## src/rtl/store_pkg.sv

```systemverilog
// Shared types for the sub-word store path: op encodings, sequencer states
// and the alignment check.
package store_pkg;

    typedef enum logic [1:0] {
        OP_SW   = 2'b00,
        OP_SH   = 2'b01,
        OP_SB   = 2'b10,
        OP_RSVD = 2'b11
    } store_op_t;

    typedef enum logic [2:0] {
        S_IDLE    = 3'd0,
        S_READ    = 3'd1,
        S_CAPTURE = 3'd2,
        S_WRITE   = 3'd3,
        S_DONE    = 3'd4
    } store_state_t;

    // Reserved op is not a misalignment; the caller flags it separately.
    function automatic logic is_misaligned(input store_op_t op, input logic [1:0] addr_lo);
        logic bad;
        case (op)
            OP_SW:   bad = (addr_lo != 2'b00);
            OP_SH:   bad = addr_lo[0];
            default: bad = 1'b0;
        endcase
        return bad;
    endfunction

endpackage

```

## src/rtl/store_merge.sv

```systemverilog
// Combinational lane merge: drops a byte or halfword from b_data into the
// word previously read from memory.
module store_merge
    import store_pkg::*;
(
    input  logic [31:0] mdr,
    input  logic [31:0] b_data,
    input  store_op_t   op,
    input  logic [1:0]  addr_lo,
    output logic [31:0] merged
);

    // Lane replacement keyed by op and the low address bits.
    always_comb begin
        merged = mdr;
        case (op)
            OP_SW: merged = b_data;
            OP_SH: begin
                if (addr_lo[1]) begin
                    merged[31:16] = b_data[15:0];
                end else begin
                    merged[15:0] = b_data[15:0];
                end
            end
            OP_SB: begin
                case (addr_lo)
                    2'b00:   merged[7:0]   = b_data[7:0];
                    2'b01:   merged[15:8]  = b_data[7:0];
                    2'b10:   merged[23:16] = b_data[7:0];
                    default: merged[31:24] = b_data[7:0];
                endcase
            end
            default: merged = mdr;
        endcase
    end

endmodule

```

## src/rtl/store_sequencer.sv

```systemverilog
// Multi-cycle store controller: direct word writes, read-modify-write for
// halfword/byte stores, early completion with error on bad requests.
module store_sequencer
    import store_pkg::*;
#(
    parameter int ADDR_W = 32,
    parameter int DATA_W = 32
) (
    input  logic              clk,
    input  logic              reset,
    input  logic              start,
    input  logic [1:0]        op,
    input  logic [ADDR_W-1:0] addr,
    input  logic [DATA_W-1:0] b_data,
    input  logic [DATA_W-1:0] mem_rdata,
    output logic [ADDR_W-1:0] mem_addr,
    output logic              mem_rd,
    output logic              mem_wr,
    output logic [DATA_W-1:0] mem_wdata,
    output logic              busy,
    output logic              done,
    output logic              error
);

    store_state_t      state_q;
    store_op_t         op_q;
    logic [ADDR_W-1:0] addr_q;
    logic [DATA_W-1:0] b_q;
    logic [DATA_W-1:0] mdr_q;
    logic              rd_q;
    logic              wr_q;
    logic              busy_q;
    logic              done_q;
    logic              err_q;

    store_op_t         op_in_s;
    logic              req_err_s;
    logic [31:0]       merged_s;

    assign op_in_s   = store_op_t'(op);
    assign req_err_s = (op_in_s == OP_RSVD) || is_misaligned(op_in_s, addr[1:0]);

    store_merge u_merge (
        .mdr     (mdr_q),
        .b_data  (b_q),
        .op      (op_q),
        .addr_lo (addr_q[1:0]),
        .merged  (merged_s)
    );

    // Sequencer FSM; strobes and status are registered alongside the state.
    always_ff @(posedge clk or posedge reset) begin
        if (reset) begin
            state_q <= S_IDLE;
            op_q    <= OP_SW;
            addr_q  <= '0;
            b_q     <= '0;
            mdr_q   <= '0;
            rd_q    <= 1'b0;
            wr_q    <= 1'b0;
            busy_q  <= 1'b0;
            done_q  <= 1'b0;
            err_q   <= 1'b0;
        end else begin
            rd_q   <= 1'b0;
            wr_q   <= 1'b0;
            done_q <= 1'b0;
            err_q  <= 1'b0;
            case (state_q)
                // DONE accepts a new request exactly like IDLE for back-to-back stores.
                S_IDLE, S_DONE: begin
                    if (start) begin
                        op_q   <= op_in_s;
                        addr_q <= addr;
                        b_q    <= b_data;
                        if (req_err_s) begin
                            state_q <= S_DONE;
                            done_q  <= 1'b1;
                            err_q   <= 1'b1;
                            busy_q  <= 1'b0;
                        end else if (op_in_s == OP_SW) begin
                            state_q <= S_WRITE;
                            wr_q    <= 1'b1;
                            busy_q  <= 1'b1;
                        end else begin
                            state_q <= S_READ;
                            rd_q    <= 1'b1;
                            busy_q  <= 1'b1;
                        end
                    end else begin
                        state_q <= S_IDLE;
                        busy_q  <= 1'b0;
                    end
                end
                S_READ: begin
                    state_q <= S_CAPTURE;
                end
                S_CAPTURE: begin
                    mdr_q   <= mem_rdata;
                    state_q <= S_WRITE;
                    wr_q    <= 1'b1;
                end
                S_WRITE: begin
                    state_q <= S_DONE;
                    done_q  <= 1'b1;
                    busy_q  <= 1'b0;
                end
                default: begin
                    state_q <= S_IDLE;
                    busy_q  <= 1'b0;
                end
            endcase
        end
    end

    assign mem_addr  = {addr_q[ADDR_W-1:2], 2'b00};
    assign mem_wdata = (state_q == S_WRITE) ? merged_s : '0;
    assign mem_rd    = rd_q;
    assign mem_wr    = wr_q;
    assign busy      = busy_q;
    assign done      = done_q;
    assign error     = err_q;

endmodule

```

## config.mk

```make
export PLATFORM = sky130hd
export DESIGN_NAME = store_sequencer
export DESIGN_NICKNAME = d
export VERILOG_FILES = /design/src/rtl/store_pkg.sv /design/src/rtl/store_merge.sv /design/src/rtl/store_sequencer.sv
export SDC_FILE = /design/constraint.sdc
export NUM_CORES = 1
export LEC_CHECK = 0
export CORE_MARGIN = 10
export CORE_UTILIZATION = 45
export DETAILED_ROUTE_END_ITERATION = 6
export GPL_ROUTABILITY_DRIVEN = 0
export GPL_TIMING_DRIVEN = 0
export PLACE_DENSITY = 0.86
export SYNTH_ARGS = -nofsm -noshare
export SYNTH_HDL_FRONTEND = slang
export SYNTH_SLANG_ARGS = --single-unit
```

## constraint.sdc

```tcl
create_clock -name clk -period 10.7 [get_ports clk]
set_input_delay 2.14 -clock clk [delete_from_list [all_inputs] [get_ports clk]]
set_output_delay 2.14 -clock clk [all_outputs]
set_load 0.02 [all_outputs]
```

* After elaboration in Yosys (flattened, before gate mapping)
Cells that the tools add are included.
** Word-level totals
- Register bits :: 106
- Latch bits :: 0
- RAM bits :: 0
- Memory bits (read-only) :: 0
- Bits of input ports :: 101
- Output and inout bits :: 69
- Word-level logic and storage cells :: 58
- Memories :: 0
** Cells by class
- Add/subtract/negate cells :: 0
- $mul :: 0
- Div/mod/pow operators :: 0
- Order comparisons :: 0
- Equality and inequality tests :: 10
- Shift operators :: 0
- Muxes and demuxes :: 28
- Bitwise gates (word level) :: 0
- Reduce and logical (&&, ||, !) cells :: 10
** Operator list (count)
- one-hot mux 32 bit (3 select lines) :: 1
- 2-to-1 mux 16 bit :: 2
- 2-to-1 mux 32 bit :: 1
- 2-to-1 mux 8 bit :: 4
- 2-to-1 mux 1 bit :: 12
- one-hot mux 3 bit (4 select lines) :: 1
- one-hot mux 1 bit (2 select lines) :: 4
- == test 2 x 1 -> 1 bit, second input constant :: 3
- == test 2 bit, second input constant :: 3
- == test 3 x 2 -> 1 bit, second input constant :: 2
- zero test 2 bit :: 3
- 2-to-1 mux 3 bit :: 2
- OR reduction 2 bit :: 2
- == test 3 x 1 -> 1 bit, second input constant :: 1
- == test 3 bit, second input constant :: 1
- zero test 3 bit :: 1
- OR reduction 3 bit :: 1
- 2-to-1 mux 2 bit :: 1
- AND reduction 2 bit :: 1
- nonzero test 2 bit :: 1
- logical OR 1 bit :: 1

* Longest topological paths before layout
- Depth after elaboration :: 6
- Gate-level depth with buffers :: 6
- Mapped depth without buffers :: 4

* Hierarchy
A second synthesis with hierarchy kept.
** Second synthesis, totals
- Cell total of the unflattened synthesis :: 413
- Area, all modules :: 5212.5 sq um
** Modules (own cells, without submodules)
- store_sequencer :: instances 1, cells each 304, area an instance 4429.2 sq um, sequential area each 2652.5 sq um
- store_merge :: instances 1, cells each 109, area an instance 783.3 sq um, sequential area each 0.0 sq um

* Least setup slack after synthesis
No wires, ideal clock.
- Path type :: reg2out
- Start point :: register op_q[1]
- End point :: output mem_wdata[21]
- Arrival :: 1.497 ns
- Data required time :: 8.560 ns
- Path slack :: 7.063 ns
- Stages on the path, launching flop included :: 6
- Path buffers :: 2
- Cells stage by stage :: dfrtp_1 buf_2 nor2_1 buf_2 a22oi_1 a31oi_1
** Between the ends
- Word-level cells in the longest chain between the ends :: 3
- Elaborated cells between the ends (all ways) :: 5
- Those cells by class :: eq/ne: 2; mux: 2; reduce/logical: 1
** Ends and longest elaborated chain
- start, declared :: line store_sequencer.sv:26 : store_op_t op_q;
- start signal, assigned :: line store_sequencer.sv:73 : op_q <= op_in_s;
- == test 2 bit (tied with other cells) :: line store_merge.sv:16 : case (op)
- one-hot mux 32 bit (3 select lines) * :: line store_merge.sv:16
- 2-to-1 mux 32 bit * :: line store_sequencer.sv:117 : assign mem_wdata = (state_q == S_WRITE) ? merged_s : '0;
- end, declared :: line store_sequencer.sv:19 : output logic [DATA_W-1:0] mem_wdata,
Every way passes the cells marked *; elsewhere a longest branch is shown, timed or not.

* Worst setup path after layout
- Start point :: register op_q[1]
- End point :: output mem_wdata[29]
Same word-level chain as after synthesis.

==> run_results.csv <==
group,metric,value,unit
outcome,status,"finished clean",
clock_tree,clk_path_buf_depth,2,
worst_setup_path,r2r_setup_slack,9.01,ns
clock_tree,clock_latency,0.35,ns
grt,grt.busiest_layer,"met2",
worst_setup_path,critPathCaptureType,"primary output",
grt,gr-total-overflow,0,
synth,yosysWarnings,0,
floorplanning,initial_core_util,0.4586,
worst_setup_path,start_kind,"register",
route,ant_nets,0,
synth,synth.distinct_cells,36,
clock_tree,cts.clk_slew.worst_paths,0.07,ns
worst_setup_path,critPathMaxFanout,10,
floorplanning,row_count,40,
route,via_count,4266,
sta,hold_violations,0,
power_and_ir_drop,irDropWorstVdd,0.1930,mV
placement,place_area,0.007398,mm2
worst_setup_path,r2r-end,"mdr_q[28]",
clock_tree,root_buffer,"clkbuf_16",
finish,final_layout_size_suffix_gt1_frac,0.2944,
synth,ys_seq_area_frac,0.4815,
floorplanning,die_y,130.6,um
sta,maxSlewViolCount,0,
finish,areaGrowthSynthToFinish,39.88,%
sta,min_period,4.865,ns
worst_hold_path,hold_end,"busy",
floorplanning,ioPinCount,170,
grt,antenna_found_initial,0,
worst_setup_path,crit_buf_inv,3,
finish,nets,722,
worst_hold_path,worstHoldStart,"busy",
synth,synth.avg_cell_area,12.49,um2
grt,grt_max_degree,55,
finish,final_cell_mix,"clkdlybuf4s50_1, dfrtp_1, mux2_2, mux2_4, buf_4",
clock_tree,cts_hold_buf,0,
worst_setup_path,critPathKind,"register to primary output",
clock_tree,cts_setup_buffers,0,
worst_setup_path,r2r_start,"state_q[0]",
route,wl_per_cell,20.81,um
finish,fin_area,0.007706,mm2
worst_setup_path,path_delay_family,"buffers and inverters",
placement,portBuffers,167,
finish,diodes,0,
worst_setup_path,slowest_delay,0.66,ns
worst_setup_path,cp.arrival,2.72,ns
worst_hold_path,min_delay_path_depth,2,
grt,use_met3,0.07655,
sta,setup_violations,0,
floorplanning,core,0.01201,mm2
worst_setup_path,crit_slowest_cell,"clkdlybuf4s50_1",
sta,slew_headroom,0.5537,
grt,grt_pass1_wl,24.67,mm
clock_tree,clock-sinks,106,
clock_tree,cts_buffers,9,
sta,setup_tns,0,ns
power_and_ir_drop,p_per_area,308.7,mW/mm2
synth,synth_area,0.005509,mm2
run,maxCapViolCount,0,
placement,dp_hpwl,12.46,mm
sta,fin_hold_ws,0.4776,ns
power_and_ir_drop,p_leak,3.214,nW
clock_tree,h-tree-depth,3,
grt,grt_pass1_vias,4502,
floorplanning,fp.dieW,130.6,um
worst_setup_path,crit_top_cell,"buf_2",
route,drc_errors,0,
route,viasPerCell,5.526,
worst_setup_path,reg2regPathDepth,3,
worst_setup_path,path_cells,"buf_2 -> nor2_1 -> buf_2 -> a22oi_1 -> a31oi_1 -> clkdlybuf4s50_1",
route,drt_pass1_iterations,5,
route,drt_iter0_markers,417,
synth,synth_seq_cells,106,
sta,tightest_slew,0.6695,ns
sta,fmax,205.6,MHz
clock_tree,cts_resized,0,
grt,grt.total_usage,0.1888,
sta,finClkSkew,0.006658,ns
grt,gr-usage-met1,0.2241,
route,wl,16.07,mm
worst_setup_path,required,8.56,ns
synth,syn_inst,441,
sta,rsz0062_at_grt,"no",
worst_hold_path,worstHoldPathType,"register to register",
grt,grtUsageMet2,0.3078,
clock_tree,cts_tree,"done",
finish,layout_commonest_cell,"clkdlybuf4s50_1",
sta,finalCritPeriodShare,0.4546,
floorplanning,dieArea,0.01707,mm2
worst max path at each step:
stage	start	to	slack [ns]	cells past startpoint
6_report	op_q[1]	mem_wdata[29]	5.84	6
5_1_grt	op_q[1]	mem_wdata[29]	5.75	6
4_1_cts	op_q[1]	mem_wdata[25]	5.89	6
3_5_place_dp	op_q[1]	mem_wdata[29]	6.29	6
3_3_place_gp	reset	addr_q[2]	4.33	2
2_1_floorplan	reset	addr_q[0]	5.77	1
per-stage QoR:
stage / total power [W] / std cells / utilization / setup slack [ns]
finish: 0.002379 / 772 / 0.6416 / 5.835
detailed placement: 0.002031 / 757 / 0.6159 / 6.291
CTS: 0.002388 / 772 / 0.6416 / 5.892
floorplan: 0.001606 / 442 / - / 5.771
global placement: 0.001970 / 756 / 0.6134 / 4.328
global route: 0.002513 / 772 / 0.6416 / 5.745
logic make-up after synthesis:
family,share of synthesized area
mux,0.2782
flops,0.4815
compound gates,0.09403
simple gates,0.06746
buf+inv,0.07654
xor+xnor,0.001590
other cells,0.0006807
Yosys cell counts (all sizes together):
| cell | instances | area [um2] |
|---|---|---|
| a21oi | 12 | 60.06 |
| a22o | 1 | 8.760 |
| a22oi | 15 | 112.6 |
| a31o | 2 | 17.52 |
| a31oi | 15 | 93.84 |
| and2 | 1 | 8.760 |
| and2b | 1 | 7.510 |
| and3b | 1 | 8.760 |
| buf | 53 | 391.6 |
| clkbuf | 7 | 26.28 |
| conb | 1 | 3.750 |
| dfrtp | 106 | 2653 |
| inv | 1 | 3.750 |
| mux2 | 113 | 1453 |
| mux2i | 8 | 80.08 |
| nand2 | 15 | 58.81 |
| nand2b | 5 | 31.28 |
| nand3 | 31 | 155.2 |
| nand3b | 2 | 15.01 |
| nand4 | 1 | 6.260 |
| nor2 | 7 | 26.28 |
| nor2b | 4 | 25.02 |
| nor3 | 1 | 10.01 |
| nor3b | 1 | 18.77 |
| o21a | 1 | 7.510 |
| o21ai | 18 | 90.09 |
| o221ai | 8 | 70.07 |
| o22ai | 8 | 50.05 |
| o31ai | 1 | 7.510 |
| xnor2 | 1 | 8.760 |
per-layer routing:
layer  vias to the layer above  part of all wire
met3                        26             0.098
li1                       1943                 -
met4                         0             0.019
met1                      2090              0.39
met5                         -                 0
met2                       207              0.49
where the power goes:
part           internal, W  switching, W  total (W)  leakage [nW]
clock network     0.000204      0.000145   0.000349         0.153
registers         0.000605      0.000186   0.000791          1.26
logic             0.000694      0.000545    0.00124          1.80
final cells by class:
type                       count  area [um2]
timing repair buffer         168        1699
fill                         930        4305
tap                          147       183.9
buffer                        60       417.9
clock buffer                  10       229.0
inverter                       1       6.256
clock inverter                 5       78.83
multi-input combinational    275        2439
sequential                   106        2653
tightest hold or removal path: stages, from the launching register on:
cell and delay, ns:
dfrtp_1 0.34, nand2_1 0.05, nand2_1 0.06
state kept, by name (all words and copies together) (netlist names):
signal	count
addr_q	32
b_q	32
busy	1
done	1
error	1
mdr_q	32
mem_rd	1
mem_wr	1
op_q	2
state_q	3
(Power assumes the default switching activity.)
